**src/rtl/keypad_entry_sequencer_if.sv**
```systemverilog
// Handshake bundle between the keypad front end and its consumer.
// The master drives the raw key and control lines, and the slave (the sequencer) drives the digit outputs.
interface keypad_entry_sequencer_if #(
   parameter int PTR_W = 2
);
   logic [3:0]     key_code;
   logic           key_pressed;
   logic           consumer_ready;
   logic           flush;
   logic [3:0]     read_input_from;
   logic           read_input;
   logic [PTR_W:0] fifo_count;
   logic           overflow;

   modport master (
      output key_code, key_pressed, consumer_ready, flush,
      input  read_input_from, read_input, fifo_count, overflow
   );

   modport slave (
      input  key_code, key_pressed, consumer_ready, flush,
      output read_input_from, read_input, fifo_count, overflow
   );
endinterface

```
**src/rtl/keypad_entry_sequencer.sv**
```systemverilog
// Synchronises and debounces raw keypad input, then queues each accepted digit.
// The queued digits are drained as single-cycle strobes for cypher_detect.
module keypad_entry_sequencer #(
   parameter int DEBOUNCE_CYCLES = 4,
   parameter int DEPTH           = 4,
   parameter int PTR_W           = 2
) (
   input logic                     clk,
   input logic                     reset,
   keypad_entry_sequencer_if.slave bus
);
   localparam int CNT_W = (DEBOUNCE_CYCLES > 2) ? $clog2(DEBOUNCE_CYCLES) : 1;
   localparam logic [CNT_W-1:0] CNT_MAX = CNT_W'(DEBOUNCE_CYCLES - 1);
   localparam logic [PTR_W:0]   FULL_COUNT = (PTR_W + 1)'(DEPTH);

   localparam logic [1:0] IDLE         = 2'd0;
   localparam logic [1:0] PRESS_WAIT   = 2'd1;
   localparam logic [1:0] PRESSED      = 2'd2;
   localparam logic [1:0] RELEASE_WAIT = 2'd3;

   logic             key_meta, key_sync;
   logic [3:0]       code_meta, code_sync;
   logic [1:0]       state;
   logic [CNT_W-1:0] counter;
   logic [3:0]       cand;
   logic [3:0]       mem [DEPTH];
   logic [PTR_W-1:0] wr_ptr, rd_ptr;
   logic [PTR_W:0]   count;
   logic             push, pop, push_ok, drop, full;

   always_ff @(posedge clk) begin
      if (!reset) begin
         key_meta  <= 1'b0;
         key_sync  <= 1'b0;
         code_meta <= 4'd0;
         code_sync <= 4'd0;
      end else begin
         key_meta  <= bus.key_pressed;
         key_sync  <= key_meta;
         code_meta <= bus.key_code;
         code_sync <= code_meta;
      end
   end

   // A digit is accepted only on the final stable cycle of a press, so holding a key never repeats
   always_comb begin
      push = 1'b0;
      if (state == PRESS_WAIT && key_sync && code_sync == cand && counter == CNT_MAX)
         push = 1'b1;
   end

   always_ff @(posedge clk) begin
      if (!reset) begin
         state   <= IDLE;
         counter <= '0;
         cand    <= 4'd0;
      end else begin
         case (state)
            IDLE: begin
               if (key_sync && code_sync != 4'd0) begin
                  state   <= PRESS_WAIT;
                  counter <= '0;
                  cand    <= code_sync;
               end
            end
            PRESS_WAIT: begin
               if (!key_sync || code_sync != cand) state <= IDLE;
               else if (counter == CNT_MAX)        state <= PRESSED;
               else                                counter <= counter + 1'b1;
            end
            PRESSED: begin
               if (!key_sync) begin
                  state   <= RELEASE_WAIT;
                  counter <= '0;
               end
            end
            RELEASE_WAIT: begin
               if (key_sync)                  state <= PRESSED;
               else if (counter == CNT_MAX)   state <= IDLE;
               else                           counter <= counter + 1'b1;
            end
            default: state <= IDLE;
         endcase
      end
   end

   // Gating pop on the current strobe forces a dead cycle between strobes.
   // Gating pop on a non-empty count means a push into an empty FIFO never falls through in the same cycle.
   always_comb begin
      full    = (count == FULL_COUNT);
      pop     = (count != '0) && bus.consumer_ready && !bus.read_input && !bus.flush;
      push_ok = push && !bus.flush && (!full || pop);
      drop    = push && !bus.flush && full && !pop;
   end

   always_ff @(posedge clk) begin
      if (reset && push_ok)
         mem[wr_ptr] <= cand;
   end

   always_ff @(posedge clk) begin
      if (!reset) begin
         wr_ptr       <= '0;
         rd_ptr       <= '0;
         count        <= '0;
         bus.overflow <= 1'b0;
      end else if (bus.flush) begin
         wr_ptr       <= '0;
         rd_ptr       <= '0;
         count        <= '0;
         bus.overflow <= 1'b0;
      end else begin
         if (push_ok) wr_ptr <= wr_ptr + 1'b1;
         if (pop)     rd_ptr <= rd_ptr + 1'b1;
         case ({push_ok, pop})
            2'b10:   count <= count + 1'b1;
            2'b01:   count <= count - 1'b1;
            default: count <= count;
         endcase
         if (drop) bus.overflow <= 1'b1;
      end
   end

   always_ff @(posedge clk) begin
      if (!reset) begin
         bus.read_input_from <= 4'd0;
         bus.read_input      <= 1'b0;
      end else begin
         bus.read_input <= pop;
         if (pop) bus.read_input_from <= mem[rd_ptr];
      end
   end

   assign bus.fifo_count = count;
endmodule
```
**src/flat_wrapper.sv**
```systemverilog
// flat-port wrapper written by rule: the top's interface ports become plain ports
module keypad_entry_sequencer_flat 
#(
   parameter int DEBOUNCE_CYCLES = 4,
   parameter int DEPTH           = 4,
   parameter int PTR_W           = 2
)
  (clk, reset, bus_key_code, bus_key_pressed, bus_consumer_ready, bus_flush, bus_read_input_from, bus_read_input, bus_fifo_count, bus_overflow);
  keypad_entry_sequencer_if #(.PTR_W(PTR_W)) bus_i ();
  input logic clk;
  input logic reset;
  input wire logic [$bits(bus_i.key_code)-1:0] bus_key_code;
  input wire logic [$bits(bus_i.key_pressed)-1:0] bus_key_pressed;
  input wire logic [$bits(bus_i.consumer_ready)-1:0] bus_consumer_ready;
  input wire logic [$bits(bus_i.flush)-1:0] bus_flush;
  output wire logic [$bits(bus_i.read_input_from)-1:0] bus_read_input_from;
  output wire logic [$bits(bus_i.read_input)-1:0] bus_read_input;
  output wire logic [$bits(bus_i.fifo_count)-1:0] bus_fifo_count;
  output wire logic [$bits(bus_i.overflow)-1:0] bus_overflow;
  assign bus_i.key_code = bus_key_code;
  assign bus_i.key_pressed = bus_key_pressed;
  assign bus_i.consumer_ready = bus_consumer_ready;
  assign bus_i.flush = bus_flush;
  assign bus_read_input_from = bus_i.read_input_from;
  assign bus_read_input = bus_i.read_input;
  assign bus_fifo_count = bus_i.fifo_count;
  assign bus_overflow = bus_i.overflow;
  keypad_entry_sequencer #(.DEBOUNCE_CYCLES(DEBOUNCE_CYCLES), .DEPTH(DEPTH), .PTR_W(PTR_W)) u_core (.clk(clk), .reset(reset), .bus(bus_i));
endmodule
```
**config.mk**
```make
export PLATFORM = sky130hd
export DESIGN_NAME = keypad_entry_sequencer_flat
export DESIGN_NICKNAME = d
export VERILOG_FILES = /design/src/rtl/keypad_entry_sequencer_if.sv /design/src/rtl/keypad_entry_sequencer.sv /design/src/flat_wrapper.sv
export SDC_FILE = /design/constraint.sdc
export NUM_CORES = 1
export LEC_CHECK = 0
export BUFFER_PORTS_ARGS = -buffer_cell sky130_fd_sc_hd__buf_2
export CORE_MARGIN = 2
export CORE_UTILIZATION = 55
export CTS_CLUSTER_SIZE = 28
export DETAILED_ROUTE_END_ITERATION = 10
export GPL_ROUTABILITY_DRIVEN = 0
export MAX_ROUTING_LAYER = met4
export PLACE_DENSITY_LB_ADDON = 0.08
export RECOVER_POWER = 100
export SYNTH_ARGS = -nofsm -noshare
export SYNTH_HDL_FRONTEND = slang
export SYNTH_SLANG_ARGS = --single-unit
```
**constraint.sdc**
```tcl
create_clock -name clk -period 3.6 [get_ports clk]
set_clock_uncertainty 0.1 [all_clocks]
set_input_delay 0.18 -clock clk [delete_from_list [all_inputs] [get_ports clk]]
set_output_delay 0.18 -clock clk [all_outputs]
set_load 0.02 [all_outputs]
```
# Word level (Yosys, flattened, before mapping)
# Memories as Yosys holds them, arrays and structs flattened. A register that Yosys moved wholly into a read port is not among the register bits.
# Cells that the tools add are included.
[classes]
n_eq_ne = 15
reduce_logical = 28
n_addsub = 5
muxes = 17
bitwise = 1
[op_table]
columns = ["op", "n"]
rows = [
  ["2-bit two-way mux", 11],
  ["2-bit one-hot mux with 4 select lines", 2],
  ["1-bit logical AND", 12],
  ["2-bit == test, second input constant", 4],
  ["4-bit AND reduction", 2],
  ["2-bit by 1-bit adder with 2-bit output, second input constant", 3],
  ["1-bit zero test", 6],
  ["2-bit != test, second input constant", 3],
  ["3-bit one-hot mux with 2 select lines", 1],
  ["2-bit by 1-bit == test with 1-bit output, second input constant", 2],
  ["4-bit == test", 1],
  ["4-bit != test", 1],
  ["4-bit nonzero test", 1],
  ["3-bit by 1-bit adder with 3-bit output, second input constant", 1],
  ["3-bit == test, second input constant", 1],
  ["1-bit two-way mux", 3],
  ["3-bit by 1-bit != test with 1-bit output, second input constant", 1],
  ["3-bit != test, second input constant", 1],
  ["3-bit nonzero test", 1],
  ["3-bit by 1-bit subtractor with 3-bit output, second input constant", 1],
  ["2-bit zero test", 1],
  ["1-bit logical OR", 2],
  ["2-bit by 1-bit != test with 1-bit output, second input constant", 1],
  ["2-bit AND reduction", 1],
  ["other kinds (3)", 3],
]
[word_totals]
mem_bits_rw = 16
in_bits = 9
wordCells = 79
register_bits = 27
n_memories = 1
out_inout_bits = 9
[mem_list]
columns = ["memory", "words", "width", "rd", "rd_ports_with_merged_regs", "wr", "line_no", "source"]
rows = [
  ["u_core.mem", 4, 4, 1, 1, 1, "keypad_entry_sequencer.sv:26", "logic [3:0] mem [DEPTH];"],
]

# Logic depth before layout (Yosys ltp)
# Gate-level depths: netlist of the first run.
[logic_depth]
depth_word = 10
ltp_mapped = 8
mapped_depth_nobuf = 8

# Worst setup path before layout of the first run
# OpenSTA, ideal clock, no wires.
[synth_timing]
path_kind = "reg2reg"
startpoint = "reg u_core.counter[0]"
endpoint = "reg u_core.count[2] (netlist: u_core.bus.fifo_count[2])"
required_time_ns = 3.377
stages_incl_launch_ff = 9
setup_slack_ns = 1.392
setup_ns = 0.123
path_buffers = 0
t_arrival_ns = 1.985
path_cell_list = "dfxtp_1 > ha_1 > nand2_1 > or3_4 > o21ai_2 > inv_2 > fa_1 > mux2i_1 > mux2_1"
[synth_via]
elab_chain_len = 7
word_cells_on_any_way = 9
cone_classes = "eq/ne: 3; mux: 2; reduce/logical: 4"
[synth_lines]
columns = ["item", "line_no", "source"]
rows = [
  ["start: declaration", "keypad_entry_sequencer.sv:24", "logic [CNT_W-1:0] counter;"],
  ["start signal: assignment", "keypad_entry_sequencer.sv:69", "else counter <= counter + 1'b1;"],
  ["start signal: assignment", "keypad_entry_sequencer.sv:80", "else counter <= counter + 1'b1;"],
  ["2-bit == test (*)", "keypad_entry_sequencer.sv:48", "if (state == PRESS_WAIT && key_sync && code_sync == cand && counter == CNT_MAX)"],
  ["1-bit logical AND (*)", "keypad_entry_sequencer.sv:48", ""],
  ["1-bit two-way mux (*)", "keypad_entry_sequencer.sv:48", ""],
  ["1-bit logical AND (*) (2 in series)", "keypad_entry_sequencer.sv:92", "push_ok = push && !bus.flush && (!full || pop);"],
  ["2-bit by 1-bit == test with 1-bit output / 2-bit == test (equally long branches)", "keypad_entry_sequencer.sv:115", "case ({push_ok, pop})"],
  ["3-bit one-hot mux with 2 select lines / 2-bit nonzero test (equally long branches)", "n/a", ""],
  ["end signal: assignment", "keypad_entry_sequencer.sv:116", "2'b10: count <= count + 1'b1;"],
  ["end signal: assignment", "keypad_entry_sequencer.sv:117", "2'b01: count <= count - 1'b1;"],
  ["end signal: assignment", "keypad_entry_sequencer.sv:118", "default: count <= count;"],
  ["end: declaration", "keypad_entry_sequencer.sv:28", "logic [PTR_W:0] count;"],
]
# Every way passes the cells marked *; elsewhere a longest branch is shown, timed or not.
# A chain may end at the register's enable or synchronous reset.

# Worst setup path in the final report of the first run
[layout_timing]
startpoint = "reg u_core.bus.read_input"
endpoint = "reg u_core.count[2] (netlist: u_core.bus.fifo_count[2])"
[layout_via]
elab_chain_len = 7
word_cells_on_any_way = 9
cone_classes = "eq/ne: 2; mux: 1; reduce/logical: 6"
[layout_lines]
columns = ["item", "line_no", "source"]
rows = [
  ["start: declaration", "keypad_entry_sequencer_if.sv:22", "output read_input_from, read_input, fifo_count, overflow"],
  ["start signal: assignment", "keypad_entry_sequencer.sv:129", "bus.read_input <= pop;"],
  ["1-bit zero test (*)", "keypad_entry_sequencer.sv:91", "pop = (count != '0) && bus.consumer_ready && !bus.read_input && !bus.flush;"],
  ["1-bit logical AND (*) (2 in series)", "keypad_entry_sequencer.sv:91", ""],
  ["1-bit logical OR", "keypad_entry_sequencer.sv:92", ""],
  ["1-bit logical AND", "keypad_entry_sequencer.sv:92", ""],
  ["2-bit by 1-bit == test with 1-bit output / 2-bit == test (equally long branches)", "keypad_entry_sequencer.sv:115", ""],
  ["3-bit one-hot mux with 2 select lines / 2-bit nonzero test (equally long branches)", "n/a", ""],
]
# Marks and branches as above.

==> results.md, run 1 <==
* Run status: finished, final reports clean
* Number of cells on the worst reg-to-reg path at 7
* Synth Flop Type: dfxtp_1
* DR vias at between 1000 and 1500
* Setup crit start kind: flop
* Mapped cell area at approximately 2000 µm²
* Ys async rst share at 0%
* Port Buffers at 17
* Worst-path clk slew at roughly 0.13 ns
* Dominant cell type by area after synthesis: dfxtp_1
* PnR worst setup slack at 0.850 ns
* Distinct cell type count after synthesis at 39
* Clock Latency Late Sink at 0.36 ns
* Syn Inst Count at between 150 and 200
* H-tree depth at 2
* Critical-path maximum fanout at 8
* Fin crit share at between 70% and 80%
* Setup slack on the worst flop-to-flop path at ~0.85 ns
* CTS tree: built
* Vias in the first global route at 1096
* Met2 WL at 1410 µm
* Fin nets at 194
* Library cell with the highest instance count after synthesis: dfxtp_1
* Syn nets at around 170
* Cell Pwr Density at 387 nW/µm²
* Area contributors post-synth: dfxtp_1, edfxtp_1, mux2i_1, and2_1, mux4_2
* Synth Area per Inst at approximately 13 µm²
* Post-DP HPWL at around 2100 µm
* Fin. Hold Viols at 0
* Antenna diodes at 0
* CP Launch Point: u_core.bus.read_input
* Relative slew slack at roughly two fifths
* CP Capture Type: flop
* CTS max path bufs at 2
* Final TNS setup at 0 ns
* Num CTS Buffers at 5
* Maximum VDD drop at approximately 0.29 mV
* Worst setup path endpoint: u_core.bus.fifo_count[2]
* Post-CTS Setup Inserts at 0
* First-pass DRT Iterations at 4
* Max Freq at about 0.36 GHz
* Vert. Die Dim at ~64 µm
* Final Max Tran Viols at 0
* Full die area at about 4000 µm²
* CTS root buf: clkbuf_4
* FF+latch count, synth at 47
* Vias/cell at approximately 5.0
* Leakage power at 0.763 nW
* Top routing layer in use: met4
* Post-cts sizing count at 0
* FP Rows at 21
* Met3 Wirelength at a little over 100 µm
* WL met1 at between 1000 and 1500 µm
* Initial antenna violation count at 0
* Largest net degree at the start of global routing at 27
* Initial core utilization at between 50% and 60%
* Area delta synth->final at 10.0%
* Total global-route track usage at about 17%
* First-pass GRT wire length at just over 5000 µm
* Post-CTS Hold Fix Bufs at 5
* Iteration-0 DRC Markers at 35
* Post-Place Worst Slack at around 1.2 ns
* Post-synth EDFFs at 16
* WP data required at between 3 and 4 ns
* Hold Path Class: in -> reg
* Max cap viols at 0
* RSZ-0062 raised after global routing: false
* Routed wire length at just under 3000 µm
* WL/cell at between 10 and 15 µm
* Post-route ant nets at 0
* Worst EP arrival at just under 3 ns
* Sequential share of the synthesized area at a little under three fifths
* Remaining global-route overflow at 0
* DRC violations left at 0
* RR Endpoint: u_core.bus.fifo_count[2]
* Clk sinks at 47
* Post-layout minimum cycle time at 2.75 ns
* Synthesis Warnings at 0
* Most frequent cells after synthesis: dfxtp_1, and2_1, edfxtp_1
* Share of cells above drive strength 1 at between 10% and 20%
* Worst slew pin tran at just over 0.9 ns
* Final setup vio count at 0
* I/O pins at 18
* Die Wd at 63.6 µm
* Crit Path Category: reg -> reg
* Synth top area share at between 30% and 40%
* Reg-to-reg startpoint: u_core.bus.read_input
* Area of the core at between 3000 and 4000 µm²
-- worst max-delay path: stages (launching register included) --
cell	delay [ns]
dfxtp_1	0.34
or3b_1	0.42
a21oi_1	0.73
o21ai_2	0.15
inv_1	0.17
fa_1	0.20
mux2i_1	0.22
mux2_1	0.33
-- kinds of logic (layout without fill, tap and decap cells) --
logic type | after synthesis | in the layout | synth area share [%]
adder cells (fa/ha/maj) | 6 | 6 | 4.23
flip-flops | 47 | 47 | 56.4
AO/OA/AOI/OAI | 10 | 10 | 4.17
XOR/XNOR | 7 | 7 | 3.14
AND/OR/NAND/NOR | 56 | 56 | 18.2
multiplexers | 18 | 18 | 11.9
buffers and inverters | 10 | 36 | 1.92
-- how the worst min path moves through the flow --
stage / start / endpoint / slack (ns) / depth (start not counted)
global placement: bus_key_code[2] / u_core.code_meta[2] / 0.29 / 2
detailed placement: bus_key_code[1] / u_core.code_meta[1] / 0.29 / 2
CTS: reset / u_core.state[0] / 0.13 / 2
finish: reset / u_core.state[0] / 0.13 / 2
global route: reset / u_core.state[0] / 0.16 / 2
floorplan: bus_key_code[0] / u_core.code_meta[0] / 0.21 / 1
-- sequential cells by signal, summed over array words and instances, names as in the netlist --
name,flops
u_core.bus.read_input_from,4
u_core.code_meta,4
u_core.wr_ptr,2
u_core.cand,4
u_core.bus.fifo_count,3
u_core.bus.read_input,1
u_core.key_meta,1
u_core.state,2
u_core.code_sync,4
u_core.bus.overflow,1
u_core.counter,2
u_core.rd_ptr,2
u_core.mem,16
u_core.key_sync,1
-- layout by cell type (no fill, tap or decap), types with 2 or more instances in the layout --
cell type	instances
dfxtp_1	31
edfxtp_1	16
mux2i_1	13
and2_1	10
clkbuf_1	9
nor2_1	8
nor2b_1	8
buf_2	8
inv_1	6
xnor2_1	6
and2_0	6
ha_1	5
clkbuf_4	5
dlygate4sd3_1	5
nand2b_1	4
mux4_2	4
nand2_1	3
nand3_1	3
nor3_1	3
a21oi_1	2
o21ai_0	2
o21a_1	2
clkinv_2	2
-- layer usage --
metal,global-route usage (%),up-vias
met4,6.52,0
met5,-,-
met3,5.36,6
li1,-,581
met1,20.1,522
met2,27.8,19
-- metrics by stage --
step | hold WS, ns | utilization (%) | power, mW | area [µm²] | std cells
after detailed placement | 0.290 | 61.8 | 0.594 | 2080 | 213
after CTS | 0.131 | 65.0 | 0.841 | 2180 | 226
after global placement | 0.287 | 61.8 | 0.593 | 2080 | 213
after global routing | 0.160 | 63.8 | 0.864 | 2150 | 226
final | 0.133 | 63.8 | 0.830 | 2150 | 226
after floorplan | 0.207 | - | 0.584 | 1950 | 154
-- final cells by class --
type	count	area, µm²
clock buffer	5	37.5
clock inverter	3	18.8
fill	294	1220
inverter	6	22.5
multi-input combinational	97	785
sequential	47	1100
tap	46	57.6
timing repair buffer	22	124
-- power breakdown --
| group | switching, mW | leakage [nW] | internal (mW) |
|---|---|---|---|
| combinational | 0.0151 | 0.328 | 0.0152 |
| clock | 0.169 | 0.0354 | 0.0766 |
| sequential | 0.00309 | 0.400 | 0.551 |
| total | 0.188 | 0.763 | 0.642 |
Power figures use the tool's default switching activity.
==> run 2: changes to the inputs <==
Settings changed: ABC_AREA set to 1.
Clock period 3.6 ns to 2.7 ns, I/O delays scaled along.
==> run 2 against run 1 <==
Utilization grew 1.1 points. Worst setup slack got worse by 0.37 ns. Hold slack got worse by 0.061 ns. Flip-flop and latch count unchanged. First-iteration DRC count grew 97%. Power up 32%. Design area is 2.5% higher. Clock power grew 24%. Global-route usage grew 0.90 points. Cell count is 37% higher. Highest routed layer unchanged.
==> results.md, run 2 <==
* Initial core utilization at 58.4% (+0.44 points)
* Distinct cell type count after synthesis at 23 (-41%)
* Slowest cell on crit path: dfxtp_1
* Mapped cell area at 1980 µm² (+1.5%)
* Final Max Tran Viols at 0 (unchanged)
* CTS tree: built
* Remaining global-route overflow at 0 (unchanged)
* H-tree depth at 2 (unchanged)
* Leakage power at 0.931 nW (+22%)
* WL/cell at 10.5 µm (-21%)
* Worst slew pin tran at 0.439 ns (-0.479 ns)
* Maximum VDD drop at 0.338 mV (+19%)
* Final setup vio count at 0 (unchanged)
* Routed wire length at 3240 µm (+8.5%)
* Hold slack at 0.0726 ns (-0.0608 ns)
* Post-DP HPWL at 2390 µm (+13%)
* Clock Latency Late Sink at 0.35 ns (about the same)
* Commonest non-fill, non-tap cell in the layout: nor2_1
* Synth Area per Inst at 8.43 µm² (-33%)
* First-pass DRT Iterations at 4 (unchanged)
* Iteration-0 DRC Markers at 69 (+97%)
* Most flop-heavy register: u_core.mem
* Hold path endpoint: u_core.key_meta
* Fin nets at 277 (+43%)
* Number of cells on the worst reg-to-reg path at 13 (+6)
* Max cap viols at 0 (unchanged)
* Post-route ant nets at 0 (unchanged)
* Library cell with the highest instance count after synthesis: nor2_1
* WP data required at 2.86 ns (-0.91 ns)
* Critical path buffers and inverters at 2 (+1)
* Largest net degree at the start of global routing at 22 (-19%)
* Setup slack on the worst flop-to-flop path at 0.48 ns (-0.37 ns)
* Port Buffers at 17 (unchanged)
* Vert. Die Dim at 64.0 µm (+0.72%)
* Vias in the first global route at 1371 (+25%)
* Hold Path Class: in -> reg
* Setup crit start kind: flop
* Critical-path maximum fanout at 6 (-2)
* Clk sinks at 47 (unchanged)
* Most frequent cells in the layout: nor2_1, inv_1, nand2_1
* Share of cells above drive strength 1 at 8.37% (-5.5 points)
* Relative slew slack at 70.6% (+32 points)
* Syn Inst Count at 235 (+53%)
* Area delta synth->final at 11.1%
* CTS max path bufs at 2 (unchanged)
* Crit Path Category: reg -> reg
* Area contributors post-synth: dfxtp_1, edfxtp_1, nor2_1, inv_1, nand2_1
* First-pass GRT wire length at 5600 µm (+11%)
* Vias/cell at 4.74 (-5.0%)
* CTS root buf: clkbuf_4
* Syn nets at 250 (+48%)
* Final TNS setup at 0 ns (unchanged)
* Cell breakdown of the critical path: inv_1 > nand2_1 > nand2_1 > nor2_2 > nand3_1 > nor2_1 > nand2_1 > nand2_1 > inv_1 > fa_1 > nand3b_1 > a21oi_1 > nor2_1
* Worst Hold Depth at 3 (+1)
* Synthesis Warnings at 0 (unchanged)
* Reg-to-reg startpoint: u_core.cand[0]
* Delay-heaviest family, CP: simple AND/OR/NAND/NOR gates
* DR vias at 1465 (+30%)
* Max Freq at 0.450 GHz (+24%)
* DP Area at 2110 µm² (+1.6%)
* Worst-path clk slew at 0.13 ns (about the same)
* Post-layout minimum cycle time at 2.22 ns (-0.527 ns)
* HP Start: reset
* Number of flip-flops in the largest register at 16 (unchanged)
* Synth top area share at 31.3% (-0.48 points)
* Post-cts sizing count at 0 (unchanged)
* FF+latch count, synth at 47 (unchanged)
* FP Rows at 21 (unchanged)
* Num CTS Buffers at 5 (unchanged)
* DRC violations left at 0 (unchanged)
* Post-synth EDFFs at 16 (unchanged)
* Design area at 2200 µm² (+2.5%)
* Fin crit share at 82.3% (+5.9 points)
* RSZ-0062 raised after global routing: false
* Cell Pwr Density at 499 nW/µm² (+29%)
* Slowest stage delay, CP at 0.44 ns (-0.29 ns)
* I/O pins at 18 (unchanged)
* Full die area at 4100 µm² (+1.4%)
* Sequential share of the synthesized area at 55.6% (-0.86 points)
* Initial antenna violation count at 0 (unchanged)
* Most frequent cells after synthesis: nor2_1, inv_1, nand2_1
* Synth Flop Type: dfxtp_1
* RR Endpoint: u_core.bus.fifo_count[2]
* Run status: finished, final reports clean
* Post-Route Utilization at 64.9% (+1.1 points)
* Fin. Hold Viols at 0 (unchanged)
* Antenna diodes at 0 (unchanged)
* Critical path's most frequent cell: nand2_1
* Post-CTS Setup Inserts at 0 (unchanged)
* Die Wd at 64.0 µm (+0.72%)
* Total global-route track usage at 18.1% (+0.90 points)
* Ys async rst share at 0% (unchanged)
* Area of the core at 3390 µm² (+0.78%)
* CP Capture Type: flop
* Dominant cell type by area after synthesis: dfxtp_1
* Worst EP arrival at 2.39 ns (-0.53 ns)
==> run 2: cell types whose count changed after synthesis, sizes merged, moves of 5 or more <==
cell	delta
xnor2	-5
mux2i	-13
nand2	+32
a31oi	+5
o21ai	+19
and2	-16
nand3	+5
a21oi	+10
nor2	+38
nor2b	-8
inv	+37
==> run 2: final cells by class <==
| type | instances | area [µm²] |
|---|---|---|
| multi-input cells | 141 | 689 |
| fillers | 317 | 1190 |
| inverters | 43 | 161 |
| repair buffers | 24 | 140 |
| clock buffers | 7 | 45.0 |
| clock inverters | 1 | 5.00 |
| flip-flops and latches | 47 | 1100 |
| well taps | 46 | 57.6 |
==> run 2: timing repair <==
| action | 4_1_cts | 5_1_grt |
|---|---|---|
| hold buffers | 6 | 0 |
| endpoints found under the hold margin | 6 | 0 |
| setup endpoints to repair | 0 | 0 |
==> run 2: power by group <==
group	switching (mW)	internal, mW
logic	0.0269	0.0205
clock network	0.202	0.102
registers	0.00747	0.738
==> run 2: per-layer routing <==
| metal | track usage [%] | part of all wire (%) |
|---|---|---|
| met4 | 8.15 | 1.7 |
| met5 | - | 0 |
| met1 | 20.8 | 48 |
| met3 | 3.70 | 2.8 |
| met2 | 30.5 | 47 |
==> run 2: how the worst max path moves through the flow <==
stage	cells after the start	startpoint	slack (ns)	to
global route	13	u_core.cand[0]	0.23	u_core.bus.fifo_count[2]
CTS	13	u_core.cand[0]	0.54	u_core.bus.fifo_count[2]
global placement	13	u_core.cand[0]	0.62	u_core.bus.fifo_count[2]
detailed placement	13	u_core.cand[0]	0.56	u_core.bus.fifo_count[2]
finish	13	u_core.cand[0]	0.48	u_core.bus.fifo_count[2]
floorplan	13	u_core.cand[0]	0.74	u_core.bus.fifo_count[2]
==> run 2: cell families after synthesis <==
group,share of synthesized area [%]
buf+inv,9.10
xor+xnor,0.442
simple gates,19.9
compound gates,10.8
fa+ha+maj,4.17
flops,55.6
==> run 2: worst reg2reg max path, delay by kind of cell (launching register included) <==
kind / cells / cell delay (ns)
AOI/OAI and AO/OA: 1 / 0.16
adders and majority gates: 1 / 0.37
buffers and inverters: 2 / 0.14
DFF: 1 / 0.44
and+or+nand+nor: 9 / 0.93
==> run 2: metrics by stage <==
stage / setup slack, ns / instances / total power [mW]
2_1_floorplan: 0.735 / 235 / 0.789
3_3_place_gp: 0.618 / 295 / 0.802
3_5_place_dp: 0.557 / 295 / 0.803
4_1_cts: 0.544 / 309 / 1.11
5_1_grt: 0.231 / 309 / 1.15
6_report: 0.477 / 309 / 1.10
